==> src/rtl/aes_stim_gen_if.sv <==
// Request/response bus between the stimulus generator (master) and the AES core (slave).
interface aes_stim_gen_if;
  logic [127:0] aes_key_o;
  logic [127:0] aes_pt_o;
  logic         aes_valid_o;
  logic         aes_ready_i;
  logic [127:0] aes_ct_i;
  logic         aes_ct_valid_i;

  modport master (
    output aes_key_o,
    output aes_pt_o,
    output aes_valid_o,
    input  aes_ready_i,
    input  aes_ct_i,
    input  aes_ct_valid_i
  );

  modport slave (
    input  aes_key_o,
    input  aes_pt_o,
    input  aes_valid_o,
    output aes_ready_i,
    output aes_ct_i,
    output aes_ct_valid_i
  );
endinterface

==> src/rtl/aes_stim_gen.sv <==
// Drives batches of random key/plaintext vectors into an AES core and folds the returned
// ciphertexts into an XOR signature, with a per-vector watchdog on the AES response.
module aes_stim_gen #(
  parameter int unsigned TIMEOUT = 1024
) (
  input  logic                  clk,
  input  logic                  rst_n,
  input  logic                  start,
  input  logic [15:0]           num_vec,
  input  logic [127:0]          random128,
  aes_stim_gen_if.master        aes,
  output logic                  busy_o,
  output logic                  done_o,
  output logic                  err_o,
  output logic [15:0]           vec_cnt_o,
  output logic [127:0]          sig_o
);

  localparam int unsigned     WD_W    = (TIMEOUT > 1) ? $clog2(TIMEOUT) : 1;
  localparam logic [WD_W-1:0] WD_LAST = WD_W'(TIMEOUT - 1);
  localparam logic [WD_W-1:0] WD_ONE  = WD_W'(1);

  typedef enum logic [2:0] {
    IDLE    = 3'd0,
    GET_KEY = 3'd1,
    GET_PT  = 3'd2,
    SEND    = 3'd3,
    WAIT_CT = 3'd4,
    FINISH  = 3'd5
  } state_e;

  state_e          state_q;
  logic [15:0]     num_q;
  logic [15:0]     cnt_q;
  logic [127:0]    sig_q;
  logic [127:0]    key_q;
  logic [127:0]    pt_q;
  logic            valid_q;
  logic            busy_q;
  logic            done_q;
  logic            err_q;
  logic [WD_W-1:0] wdog_q;
  logic [15:0]     cnt_inc_s;

  assign cnt_inc_s = cnt_q + 16'd1;

  // Batch sequencer: state, AES request registers, accumulators and status flags
  always_ff @(posedge clk or negedge rst_n) begin
    if (!rst_n) begin
      state_q <= IDLE;
      num_q   <= 16'd0;
      cnt_q   <= 16'd0;
      sig_q   <= 128'd0;
      key_q   <= 128'd0;
      pt_q    <= 128'd0;
      valid_q <= 1'b0;
      busy_q  <= 1'b0;
      done_q  <= 1'b0;
      err_q   <= 1'b0;
      wdog_q  <= '0;
    end else begin
      done_q <= 1'b0;
      case (state_q)
        IDLE: begin
          if (start) begin
            num_q   <= num_vec;
            cnt_q   <= 16'd0;
            sig_q   <= 128'd0;
            err_q   <= 1'b0;
            wdog_q  <= '0;
            busy_q  <= 1'b1;
            state_q <= (num_vec != 16'd0) ? GET_KEY : FINISH;
          end else begin
            state_q <= IDLE;
          end
        end
        GET_KEY: begin
          key_q   <= random128;
          state_q <= GET_PT;
        end
        // valid rises together with the plaintext so the request is complete when seen
        GET_PT: begin
          pt_q    <= random128;
          valid_q <= 1'b1;
          state_q <= SEND;
        end
        SEND: begin
          if (aes.aes_ready_i) begin
            valid_q <= 1'b0;
            wdog_q  <= '0;
            state_q <= WAIT_CT;
          end else begin
            state_q <= SEND;
          end
        end
        // A ciphertext arriving on the last watchdog cycle wins over the timeout
        WAIT_CT: begin
          if (aes.aes_ct_valid_i) begin
            sig_q   <= sig_q ^ aes.aes_ct_i;
            cnt_q   <= cnt_inc_s;
            wdog_q  <= '0;
            state_q <= (cnt_inc_s == num_q) ? FINISH : GET_KEY;
          end else if (wdog_q == WD_LAST) begin
            err_q   <= 1'b1;
            state_q <= FINISH;
          end else begin
            wdog_q  <= wdog_q + WD_ONE;
          end
        end
        FINISH: begin
          done_q  <= 1'b1;
          busy_q  <= 1'b0;
          state_q <= IDLE;
        end
        default: begin
          valid_q <= 1'b0;
          busy_q  <= 1'b0;
          state_q <= IDLE;
        end
      endcase
    end
  end

  assign aes.aes_key_o   = key_q;
  assign aes.aes_pt_o    = pt_q;
  assign aes.aes_valid_o = valid_q;
  assign busy_o          = busy_q;
  assign done_o          = done_q;
  assign err_o           = err_q;
  assign vec_cnt_o       = cnt_q;
  assign sig_o           = sig_q;

endmodule

==> src/flat_wrapper.sv <==
// flat-port wrapper written by rule: the top's interface ports become plain ports
module aes_stim_gen_flat 
#(
  parameter int unsigned TIMEOUT = 1024
)
  (clk, rst_n, start, num_vec, random128, busy_o, done_o, err_o, vec_cnt_o, sig_o, aes_aes_key_o, aes_aes_pt_o, aes_aes_valid_o, aes_aes_ready_i, aes_aes_ct_i, aes_aes_ct_valid_i);
  aes_stim_gen_if aes_i ();
  input  logic clk;
  input  logic rst_n;
  input  logic start;
  input  logic [15:0] num_vec;
  input  logic [127:0] random128;
  output logic busy_o;
  output logic done_o;
  output logic err_o;
  output logic [15:0] vec_cnt_o;
  output logic [127:0] sig_o;
  output wire logic [$bits(aes_i.aes_key_o)-1:0] aes_aes_key_o;
  output wire logic [$bits(aes_i.aes_pt_o)-1:0] aes_aes_pt_o;
  output wire logic [$bits(aes_i.aes_valid_o)-1:0] aes_aes_valid_o;
  input wire logic [$bits(aes_i.aes_ready_i)-1:0] aes_aes_ready_i;
  input wire logic [$bits(aes_i.aes_ct_i)-1:0] aes_aes_ct_i;
  input wire logic [$bits(aes_i.aes_ct_valid_i)-1:0] aes_aes_ct_valid_i;
  assign aes_aes_key_o = aes_i.aes_key_o;
  assign aes_aes_pt_o = aes_i.aes_pt_o;
  assign aes_aes_valid_o = aes_i.aes_valid_o;
  assign aes_i.aes_ready_i = aes_aes_ready_i;
  assign aes_i.aes_ct_i = aes_aes_ct_i;
  assign aes_i.aes_ct_valid_i = aes_aes_ct_valid_i;
  aes_stim_gen #(.TIMEOUT(TIMEOUT)) u_core (.clk(clk), .rst_n(rst_n), .start(start), .num_vec(num_vec), .random128(random128), .aes(aes_i), .busy_o(busy_o), .done_o(done_o), .err_o(err_o), .vec_cnt_o(vec_cnt_o), .sig_o(sig_o));
endmodule
==> config.mk <==
export PLATFORM = sky130hd
export DESIGN_NAME = aes_stim_gen_flat
export DESIGN_NICKNAME = d
export VERILOG_FILES = /design/src/rtl/aes_stim_gen_if.sv /design/src/rtl/aes_stim_gen.sv /design/src/flat_wrapper.sv
export SDC_FILE = /design/constraint.sdc
export NUM_CORES = 1
export LEC_CHECK = 0
export CAP_MARGIN = 0
export CELL_PAD_IN_SITES_DETAIL_PLACEMENT = 2
export CELL_PAD_IN_SITES_GLOBAL_PLACEMENT = 2
export CORE_ASPECT_RATIO = 0.6
export CORE_MARGIN = 3
export CORE_UTILIZATION = 25
export CTS_CLUSTER_DIAMETER = 30
export DETAILED_ROUTE_END_ITERATION = 10
export PLACE_DENSITY = 0.81
export SYNTH_ARGS = -nofsm -noshare
export SYNTH_HDL_FRONTEND = slang
export SYNTH_SLANG_ARGS = --single-unit
==> constraint.sdc <==
create_clock -name clk -period 3.7 [get_ports clk]
set_clock_uncertainty 0.05 [all_clocks]
set_input_delay 0.74 -clock clk [delete_from_list [all_inputs] [get_ports clk]]
set_output_delay 0.74 -clock clk [all_outputs]
set_load 0.05 [all_outputs]
==> summary.md, run 1 <==
| Metric | Value |
|---|---|
| Status | `complete, no violations` |
| CTS tree | `done` |
| Total Wirelength | `75700 um` |
| Starting Density | `25.5%` |
| Critical path peak fanout | `12` |
| P_leak | `0.0120 uW` |
| Max clock buf depth | `3` |
| Power, Total | `34600 uW` |
| Synthesis-to-finish area growth | `63.6%` |
| Setup Buffers After CTS | `0` |
| Critical path cell sequence | `clkdlybuf4s50_1` |
| GRT Util Overall | `20.2%` |
| Full die area | `73600 sq um` |
| GRT Residual Overflow | `0` |
| RR Endpoint | `u_core.sig_o[81]$_DFFE_PN0P_` |
| H-tree depth | `3` |
| Vias in the first global route | `16400` |
| Rows | `74` |
| R2R cell count | `6` |
| Routed WL per cell | `24.6 um` |
| Final net count | `2365` |
| R2R setup slack | `770 ps` |
| Largest net degree at the start of global routing | `129` |
| Avg Inst Size Synth | `12.9 sq um` |
| EDFF count, synth | `0` |
| Max VDD drop | `580 uV` |
| Post-DR vias/cell | `4.47` |
| Reg clk slew, reported paths | `50 ps` |
| PwrDens | `1210 nW/um^2` |
| Total CTS buffers | `89` |
| Final setup viols | `0` |
| IO Count | `681` |
| Vias | `13800` |
| Synth area leader | `dfrtp_1` |
| Most common cell after layout, fill and taps aside | `clkdlybuf4s50_1` |
| Worst EP required | `2910 ps` |
| RSZ-0062 raised after global routing | `false` |
| Post_cts resized | `0` |
| Tmin final | `2970 ps` |
| Ys async rst share | `100%` |
| # DRC | `0` |
| CP startpoint kind | `register` |
| RR Startpoint | `u_core.state_q[2]$_DFFE_PN0P_` |
| Min-Delay Path Class | `primary input to asynchronous set/reset pin` |
| Post-Syn Nets | `1641` |
| Clock Sinks | `433` |
| Yosys reg bits | `433` |
| Worst setup path class | `register to output pin` |
| F_max | `337 MHz` |
| Rel. slew slack | `37.6%` |
| Die height | `211 um` |
| Pins Over Slew Limit | `0` |
| Clock latency on the worst-skew pair | `610 ps` |
| Share of cells above drive strength 1 | `21.2%` |
| Initial antenna violation count | `11` |
| Global-route wire length before repair | `112000 um` |
| Slew of the pin with the lowest slew margin | `935 ps` |
| Worst setup EP type | `output pin` |
| CP peak stage delay | `930 ps` |
| Initial detailed-routing violation count | `549` |
| Final hold viol count | `0` |
| Root Buffer | `clkbuf_16` |
| Sequential area share after synthesis | `61.7%` |
| Core area | `68800 sq um` |
| Endpoint arrival time on the critical path | `2180 ps` |
| # Max-Cap Violations | `0` |
| Final Wtd Congestion | `0.799` |
| Hpwl dp | `51100 um` |
| Top FF cell, synth | `dfrtp_1` |
| Mapped Area | `17600 sq um` |
| Cells after Synth | `1362` |
| DR pass1 iterations | `4` |
| ANT nets after route | `0` |
| Dominant cells by area after synthesis | `dfrtp_1 (62%), mux2_2 (18%), xor2_1 (7.1%)` |
| Highest-count cells in the layout ignoring fill and taps | `clkdlybuf4s50_1 (679), dfrtp_1 (433), mux2_2 (273), nor2_1 (156), nand2_1 (154)` |
| Yosys cell types | `46` |
| Slowest cell on the critical path | `clkdlybuf4s50_1` |
| Yosys top cell area share | `61.7%` |
| Hold Buf Count CTS | `0` |
| Die width | `348 um` |
| Synth warn | `0` |
| Fin Setup TNS | `0 ps` |
| Port Buf Inserts | `680` |
| Worst Path Buf+Inv | `1` |
| Final Cycle Share | `80.3%` |
| Hold slack final | `100 ps` |
| Delay-heaviest family, CP | `buffers and inverters` |
[final cells by class]
cell class | instances | area [sq um]
Fill cell | 6778 | 40100
Sequential cell | 433 | 10800
Timing Repair Buffer | 702 | 7110
Multi-Input combinational cell | 857 | 6410
Clock buffer | 115 | 2500
Tap cell | 912 | 1140
Clock inverter | 46 | 687
Antenna cell | 10 | 25.0
Inverter | 3 | 11.3
[logic make-up after synthesis]
family          Yosys count  synth area share (%)
flops                   433                  61.7
buf+inv                  72                  1.92
xor+xnor                159                  7.93
mux                     274                  17.6
simple gates            367                  8.81
compound gates           55                  1.92
fa+ha+maj                 2                 0.142
[worst max path at each step]
stage	startpoint	to	slack, ps	depth (start not counted)
CTS	u_core.vec_cnt_o[8]$_DFFE_PN0P_	vec_cnt_o[8]	670	1
floorplan	u_core.vec_cnt_o[0]$_DFFE_PN0P_	u_core.state_q[2]$_DFFE_PN0P_	1320	7
global route	u_core.state_q[2]$_DFFE_PN0P_	u_core.sig_o[81]$_DFFE_PN0P_	490	6
detailed placement	aes_aes_ct_valid_i	u_core.wdog_q[9]$_DFFE_PN0P_	680	7
finish	u_core.vec_cnt_o[8]$_DFFE_PN0P_	vec_cnt_o[8]	730	1
global placement	aes_aes_ct_valid_i	u_core.wdog_q[9]$_DFFE_PN0P_	820	7
[per-stage QoR]
step / area [sq um] / std cells / setup WS (ps) / utilization, %
floorplan: 17600 / 1362 / 1320 / -
global placement: 25500 / 2907 / 824 / 37.1
detailed placement: 25500 / 2907 / 685 / 37.1
CTS: 28700 / 3068 / 670 / 41.7
global route: 28700 / 3077 / 491 / 41.7
finish: 28700 / 3078 / 728 / 41.7
[layer usage]
metal / part of all wire [%] / global-route usage (%) / routed length (um)
met2: 53 / 36.7 / 40400
met3: 6.1 / 5.96 / 4640
met1: 37 / 22.4 / 28200
met4: 3.1 / 7.56 / 2330
met5: 0.045 / 0 / 34
[power by group]
| part | total (uW) | internal, uW | switching (uW) |
|---|---|---|---|
| logic | 17500 | 6150 | 11300 |
| registers | 8650 | 6990 | 1660 |
| clock network | 8510 | 5630 | 2880 |
| total | 34600 | 18800 | 15900 |
[registers in the layout, indices dropped and copies added (netlist names)]
register and cells:
u_core.num_q 16, u_core.vec_cnt_o 16, u_core.aes.aes_pt_o 128, u_core.wdog_q 10, u_core.err_o 1, u_core.busy_o 1
u_core.aes.aes_key_o 128, u_core.state_q 3, u_core.aes.aes_valid_o 1, u_core.sig_o 128, u_core.done_o 1
[cell usage after synthesis, types with 3 or more instances]
master and n:
inv_1 3, nor2_1 157, nor4_1 6, a31oi_1 4, clkbuf_1 19, nor3b_1 3
nand4_1 9, buf_2 47, xor2_1 142, nand3_1 11, o31ai_1 3, mux2_2 273
nor3_1 5, o21ai_0 26, a21oi_1 5, nand3b_1 3, nand2_1 154, o22ai_1 3
and3_1 6, xnor2_1 17, dfrtp_1 433
No activity file was read; power rests on OpenSTA's default activity.
==> inputs of run 2 (changes only) <==
- clock period: 3.7 -> 3 ns (I/O delays scaled with it)
==> run 2 against run 1 <==
Net effect:
- total power up 22%
- critical endpoint unchanged
- core utilization down 0.13 points
- critical path type unchanged
- sequential power up 23%
- final area shrank 0.31%
- worst hold slack improved by 350 ps
- largest power group unchanged
==> summary.md, run 2 (same netlist as run 1, synthesis figures left out) <==
| Metric | Value |
|---|---|
| Status | `complete, no violations` |
| Synthesis-to-finish area growth | `63.0%` |
| Fin Setup TNS | `0 ps (unchanged)` |
| Cell Area, Placed | `25600 sq um (+0.37%)` |
| Endpoint arrival time on the critical path | `2200 ps (+20 ps)` |
| IO Count | `681 (unchanged)` |
| Starting Density | `25.5% (unchanged)` |
| Worst setup EP type | `output pin` |
| Die width | `348 um (unchanged)` |
| Min-Delay Path Class | `register to register` |
| Most common cell after layout, fill and taps aside | `clkdlybuf4s50_1` |
| Final net count | `2374 (+0.38%)` |
| Rel. slew slack | `50.0% (+12 points)` |
| Rows | `74 (unchanged)` |
| Placed Cells incl. Taps | `2917 (+0.34%)` |
| CTS tree | `done` |
| Routed WL per cell | `24.5 um (-0.41%)` |
| GRT Residual Overflow | `0 (unchanged)` |
| H-tree depth | `3 (unchanged)` |
| Levels on crit path | `1 (unchanged)` |
| Total Wirelength | `75500 um (-0.18%)` |
| Final hold viol count | `0 (unchanged)` |
| Port Buf Inserts | `680 (unchanged)` |
| Total CTS buffers | `87 (-2.2%)` |
| Root Buffer | `clkbuf_16` |
| RR Endpoint | `u_core.state_q[2]$_DFFE_PN0P_` |
| PwrDens | `1470 nW/um^2 (+22%)` |
| Reg clk slew, reported paths | `50 ps (about the same)` |
| F_max | `351 MHz` |
| # Max-Cap Violations | `0 (unchanged)` |
| Slowest cell on the critical path | `clkdlybuf4s50_1` |
| Worst setup path class | `register to output pin` |
| Post_cts resized | `0 (unchanged)` |
| Critical Path End | `vec_cnt_o[8]` |
| Worst Path Buf+Inv | `1 (unchanged)` |
| Max VDD drop | `830 uV (+43%)` |
| Critical path cell sequence | `clkdlybuf4s50_1` |
| RSZ-0062 raised after global routing | `false` |
| Final Wtd Congestion | `0.802 (+0.39%)` |
| Initial antenna violation count | `9 (-2)` |
| Worst setup path startpoint | `u_core.vec_cnt_o[8]$_DFFE_PN0P_` |
| CP peak stage delay | `980 ps (+50 ps)` |
| # DRC | `0 (unchanged)` |
| Highest-count cells in the layout ignoring fill and taps | `clkdlybuf4s50_1 (677), dfrtp_1 (433), mux2_2 (273), nor2_1 (156), nand2_1 (154)` |
| Final setup viols | `0 (unchanged)` |
| Hpwl dp | `52000 um (+1.7%)` |
| Clock latency on the worst-skew pair | `600 ps (about the same)` |
| Tmin final | `2850 ps` |
| Full die area | `73600 sq um (unchanged)` |
| Vias | `13800 (-0.094%)` |
| Clock Sinks | `433 (unchanged)` |
| Design area | `28600 sq um (-0.31%)` |
| Max clock buf depth | `3 (unchanged)` |
| Delay-heaviest family, CP | `buffers and inverters` |
| Share of cells above drive strength 1 | `21.2% (+0.067 points)` |
| R2R cell count | `6 (unchanged)` |
| Post-Layout Cell Count | `3085 (+0.23%)` |
| Vias in the first global route | `16500 (+0.75%)` |
| Die height | `211 um (unchanged)` |
| GRT Util Overall | `20.2% (about the same)` |
| Final Cycle Share | `94.9%` |
| Slew of the pin with the lowest slew margin | `748 ps (-188 ps)` |
| Global-route wire length before repair | `112000 um (+0.22%)` |
| ANT nets after route | `0 (unchanged)` |
| CP startpoint kind | `register` |
| Critical path peak fanout | `12 (unchanged)` |
| Initial detailed-routing violation count | `545 (-0.73%)` |
| Pins Over Slew Limit | `0 (unchanged)` |
| P_leak | `0.0121 uW (about the same)` |
| Post-DR vias/cell | `4.46 (-0.32%)` |
| R2R setup slack | `360 ps (-410 ps)` |
| Largest net degree at the start of global routing | `106 (-18%)` |
| Core area | `68800 sq um (unchanged)` |
| DR pass1 iterations | `4 (unchanged)` |
| RR Startpoint | `u_core.vec_cnt_o[2]$_DFFE_PN0P_` |
| Worst EP required | `2350 ps (-560 ps)` |
run 2: what timing repair did:
action | in CTS | in global routing
hold buffers | 1 | 0
setup buffers | 0 | 0
hold endpoints to repair | 53 | 0
run 2: area by class of cell:
type	instances	area [sq um]
Fill cell	6882	40200
Sequential cell	433	10800
Timing Repair Buffer	713	7220
Multi-Input combinational cell	857	6410
Clock buffer	126	2550
Tap cell	912	1140
Clock inverter	36	454
Antenna cell	5	12.5
Inverter	3	11.3
run 2: worst min path at each step:
stage | startpoint | to | slack, ps | cells after the start
finish | u_core.aes.aes_key_o[56]$_DFFE_PN0P_ | u_core.aes.aes_key_o[56]$_DFFE_PN0P_ | 450 | 1
global route | u_core.aes.aes_pt_o[66]$_DFFE_PN0P_ | u_core.aes.aes_pt_o[66]$_DFFE_PN0P_ | 470 | 1
CTS | u_core.aes.aes_key_o[56]$_DFFE_PN0P_ | u_core.aes.aes_key_o[56]$_DFFE_PN0P_ | 460 | 1
detailed placement | u_core.aes.aes_key_o[106]$_DFFE_PN0P_ | u_core.aes.aes_key_o[106]$_DFFE_PN0P_ | 450 | 1
global placement | u_core.aes.aes_key_o[41]$_DFFE_PN0P_ | u_core.aes.aes_key_o[41]$_DFFE_PN0P_ | 440 | 1
floorplan | rst_n | u_core.aes.aes_key_o[0]$_DFFE_PN0P_ | 250 | 0
run 2: routing by layer:
layer	wire (um)	GRT usage, %	share of wire, %
met1	28800	22.8	38
met2	39400	35.9	52
met3	4410	6.05	5.8
met4	2810	8.15	3.7
met5	32	0	0.042
run 2: where the power goes:
part	leakage, uW	internal (uW)	switching (uW)
combinational	0.00519	7630	14000
sequential	0.00541	8620	1980
clock	0.00146	6520	3410
total	0.0121	22800	19400
run 2: through the flow:
stage          hold WS (ps)  total power, uW  setup WS [ps]  util (%)
2_1_floorplan           254            23800            619         -
3_3_place_gp            439            31300            247      37.2
3_5_place_dp            446            32100            113      37.2
4_1_cts                 457            42700            122      41.6
5_1_grt                 467            43900           81.8      41.6
6_report                451            42200            154      41.6
==> edit 1: new RTL, settings of run 2 <==
Register the output `vec_cnt_o` once more, cleared by the reset; this adds one clock of latency there. The other outputs are not delayed to match.
--- a/src/rtl/aes_stim_gen.sv
+++ b/src/rtl/aes_stim_gen.sv
@@ -128,5 +128,11 @@
   assign done_o          = done_q;
   assign err_o           = err_q;
-  assign vec_cnt_o       = cnt_q;
+  always_ff @(posedge clk or negedge rst_n) begin
+    if (!rst_n) begin
+      vec_cnt_o <= '0;
+    end else begin
+      vec_cnt_o <= cnt_q;
+    end
+  end
   assign sig_o           = sig_q;
 
Formal check against the unedited RTL: not equivalent (Yosys sat finds a counterexample within 10 cycles, from zero or initial values and one cycle with rst_n low).
==> edit 1 against run 2 <==
Area after synthesis rose by 3.0%; routed wire length rose by 3.5%; total power is 4.8% higher; worst setup slack improved by 0.26 ns; utilization grew 0.13 points; sequential share of layout area rose by 0.19 points; cell area increased by 3.2%; sequential cell count increased by 16; largest power group unchanged; highest routed layer unchanged.
==> edit 1: results (changes against run 2) <==
CP peak stage delay=0.56 ns (was 0.98 ns); slowest library cell on the worst path=nor3_1 (was clkdlybuf4s50_1); Net Count, Synth=1681 (was 1641); Signal inverters=6 (was 3); clock group power=10900 uW (was 9930 uW); worst reg-to-reg path cell count=7 (was 6); Worst Path Arrival=3.04 ns (was 2.20 ns); Via-to-Cell Ratio=4.45 (was 4.46); Finished Cell Area=29500 um2 (was 28600 um2); global-route wire length before repair=117000 um (was 112000 um); Multi-input comb cells=875 (was 857); layout cells sized above 1=0.218 (was 0.212); final period utilization=0.861 (was 0.949); Non-clock buffering overhead=0.246 (was 0.252); Placed Cells incl. Taps=3006 (was 2917); Worst Max-Slew Pin Slew=0.701 ns (was 0.748 ns); Final clock-cell share=0.112 (was 0.105); crit path to=u_core.state_q[2] (was vec_cnt_o[8]); outcome=complete, no violations (unchanged); Pwr Total=44200 uW (was 42200 uW); Post-Syn Area per Cell=12.9 um2 (about the same); Setup CP Type=reg -> reg (was reg -> out); count of cell types in the netlist=53 (was 46); Iter 0 DRT Violations=554 (was 545); Post-Place Setup Slack=0.148 ns (was 0.113 ns); Rows=75 (was 74); nets=2418 (was 2374); Worst Setup SP=u_core.cnt_q[1] (was u_core.vec_cnt_o[8]); fraction of area in multi-input gates=0.219 (was 0.224); FILL cells=7156 (was 6882); Internal Power=24100 uW (was 22800 uW); number of global-route vias before repair=16900 (was 16500); # clock sinks=449 (was 433); top post-synthesis cells by count=449 x dfrtp_1, 272 x mux2_2, 176 x nand2_1, 147 x nor2_1, 137 x xor2_1 (was 433 x dfrtp_1, 273 x mux2_2, 157 x nor2_1, 154 x nand2_1, 142 x xor2_1); maximum VDD drop=0.634 mV (was 0.830 mV); DP Area=26200 um2 (was 25600 um2)
==> edit 1: cell count changes after synthesis, moves of 4 or more <==
cell / run 2 / this run
nand2_1: 154 / 176
dfrtp_1: 433 / 449
buf_2: 47 / 33
clkbuf_1: 19 / 32
nor2_1: 157 / 147
o21ai_0: 26 / 33
xor2_1: 142 / 137
and3_1: 6 / 10
xnor2_1: 17 / 13
==> edit 1: logic make-up (layout without fill, tap and decap cells) <==
kind of cell               count (synthesis)  after routing  synth area share
xor gates and xnor gates                 151            151            0.0736
other                                      0             11                 0
AOI/OAI and AO/OA                         61             61            0.0213
adders and majority gates                  3              3           0.00194
DFF                                      449            449             0.622
buffers and inverters                     78            891            0.0210
muxes                                    274            274             0.171
and+or+nand+nor                          386            386            0.0901
==> edit 1: worst min-delay path by stage <==
| stage | depth (start not counted) | end | start | slack, ns |
|---|---|---|---|---|
| after global routing | 1 | u_core.aes.aes_key_o[19] | u_core.aes.aes_key_o[19] | 0.47 |
| after global placement | 2 | u_core.err_o | u_core.err_o | 0.44 |
| after detailed placement | 1 | u_core.aes.aes_key_o[53] | u_core.aes.aes_key_o[53] | 0.45 |
| after floorplan | 0 | u_core.aes.aes_key_o[0] | rst_n | 0.25 |
| after CTS | 1 | u_core.aes.aes_pt_o[87] | u_core.aes.aes_pt_o[87] | 0.46 |
| final | 1 | u_core.aes.aes_key_o[53] | u_core.aes.aes_key_o[53] | 0.45 |
==> edit 1: layer usage <==
metal / vias up / global-route usage / wire (um)
met5: - / 0 / 13
li1: 6203 / - / -
met3: 147 / 0.0635 / 4920
met4: 2 / 0.0759 / 2680
met2: 441 / 0.363 / 40500
met1: 7393 / 0.227 / 30000
==> edit 2: new RTL, config.mk and constraints of run 2 <==
Made on the original files. `TIMEOUT` is set to 1024 in 2 places; all go to 4096.
--- a/src/rtl/aes_stim_gen.sv
+++ b/src/rtl/aes_stim_gen.sv
@@ -2,5 +2,5 @@
 // ciphertexts into an XOR signature, with a per-vector watchdog on the AES response.
 module aes_stim_gen #(
-  parameter int unsigned TIMEOUT = 1024
+  parameter int unsigned TIMEOUT = 4096
 ) (
   input  logic                  clk,
--- a/src/flat_wrapper.sv
+++ b/src/flat_wrapper.sv
@@ -2,5 +2,5 @@
 module aes_stim_gen_flat 
 #(
-  parameter int unsigned TIMEOUT = 1024
+  parameter int unsigned TIMEOUT = 4096
 )
   (clk, rst_n, start, num_vec, random128, busy_o, done_o, err_o, vec_cnt_o, sig_o, aes_aes_key_o, aes_aes_pt_o, aes_aes_valid_o, aes_aes_ready_i, aes_aes_ct_i, aes_aes_ct_valid_i);
Function: no difference found for any inputs over 4 cycles, from zero or initial values and one cycle with rst_n low; that may be too few to reach the edited logic, so the function may still have changed.
==> edit 2 against run 2 <==
Worst setup slack better by 0.098 ns; total power grew 3.6%; routed wire length down 0.32%; clock power increased by 5%; sequential cell count increased by 2; sequential share of layout area shrank 0.50 points; cell area increased by 1.8%; area after synthesis up 0.71%; critical path type unchanged; largest cell class unchanged; largest power group unchanged.
==> edit 2: results (changes against run 2) <==
Final HPWL DP=51900 um (was 52000 um); Layout Area Growth over Synthesis=64.8% (was 63.0%); largest fanout on the critical path=10 (was 12); Area contributors post-synth=dfrtp_1 62%, mux2_2 18%, xor2_1 6.9% (was dfrtp_1 62%, mux2_2 18%, xor2_1 7.1%); clock buffers=111 (was 126); Placed Cells incl. Taps=2946 (was 2917); fraction of area in multi-input gates=0.223 (was 0.224); Slew headroom=0.431 (was 0.500); total CTS buffers=90 (was 87); post-synthesis compound-gate area fraction=0.0209 (was 0.0192); FILL cells=6838 (was 6882); routed len/inst=24.1 um (was 24.5 um); Synth Area in XOR/XNOR=0.0778 (was 0.0793); Net Count, Synth=1658 (was 1641); Pwr Density=1500 nW/um2 (was 1470 nW/um2); maximum VDD drop=0.794 mV (was 0.830 mV); CP peak stage delay=0.92 ns (was 0.98 ns); top post-synthesis cells by count=435 x dfrtp_1, 275 x mux2_2, 158 x nand2_1, 157 x nor2_1, 139 x xor2_1 (was 433 x dfrtp_1, 273 x mux2_2, 157 x nor2_1, 154 x nand2_1, 142 x xor2_1); DP Area=25900 um2 (was 25600 um2); multiplexer area fraction after synthesis=0.177 (was 0.176); Via-to-Cell Ratio=4.47 (was 4.46); Multi-input comb cells=867 (was 857); global-route wire length before repair=112000 um (about the same); Static Leak=0.0122 uW (was 0.0121 uW); initial antenna violation count=15 (was 9); Signal inverters=5 (was 3); Non-clock buffering overhead=0.253 (was 0.252); outcome=complete, no violations (unchanged); Syn Inst Count=1379 (was 1362); Seq cells=435 (was 433); Iter 0 DRT Violations=489 (was 545); Tot GR Track Use=0.200 (was 0.202); layout cells sized above 1=0.223 (was 0.212); largest net degree at the start of global routing=86 (was 106); IO buf count=680 (unchanged); diode count=13 (was 5); nets=2406 (was 2374); FF+latch area=10900 um2 (was 10800 um2); number of global-route vias before repair=16700 (was 16500); post-synthesis adder-cell area fraction=0.00142 (was 0.00143)
-- edit 2: changes by cell type after synthesis, moves of 4 or more --
| cell | delta |
|---|---|
| buf_1 | +6 |
| buf_2 | -44 |
| o21ai_0 | -9 |
| nand4_1 | -4 |
| clkbuf_1 | +39 |
| a21oi_1 | +4 |
| and3_1 | -5 |
| nand2_1 | +4 |
-- edit 2: worst paths after layout --
path                                           from                       end  slack [ns]  cells after the start
setup / recovery                u_core.vec_cnt_o[6]              vec_cnt_o[6]        0.25                      1
hold / removal             u_core.aes.aes_key_o[69]  u_core.aes.aes_key_o[69]        0.46                      1
setup reg to reg                u_core.vec_cnt_o[0]         u_core.state_q[2]        0.36                      6
hold reg to reg            u_core.aes.aes_key_o[69]  u_core.aes.aes_key_o[69]        0.46                      1
max in group asynchronous                     rst_n   u_core.aes.aes_pt_o[94]        1.43                      3
min in group asynchronous                     rst_n  u_core.aes.aes_key_o[47]        0.65                      2
-- edit 2: metal layers --
layer	vias up	routed length (um)	track usage
met1	7208	26800	0.210
met2	502	40200	0.370
met5	-	34	0
li1	6153	-	-
met3	114	6490	0.0777
met4	4	1750	0.0593
-- edit 2: repair_timing --
item	CTS	global route
hold endpoints to repair	1	0
setup buffers	0	0
hold buffers	1	0
-- edit 2: kinds of logic after synthesis --
kind of cell | count (synthesis)
muxes | 279
DFF | 435
AOI/OAI and AO/OA | 55
buffers and inverters | 77
adders and majority gates | 2
xor gates and xnor gates | 157
and+or+nand+nor | 374
-- edit 2: per-stage QoR --
step,util,setup slack [ns]
floorplan,-,0.304
global placement,0.376,0.541
detailed placement,0.376,0.431
CTS,0.422,0.153
global route,0.422,0.140
finish,0.422,0.252
-- edit 2: power by group --
part           switching, uW  internal (uW)
Combinational          14600           7950
Sequential              2050           8740
Clock                   3530           6860
Total                  20200          23500
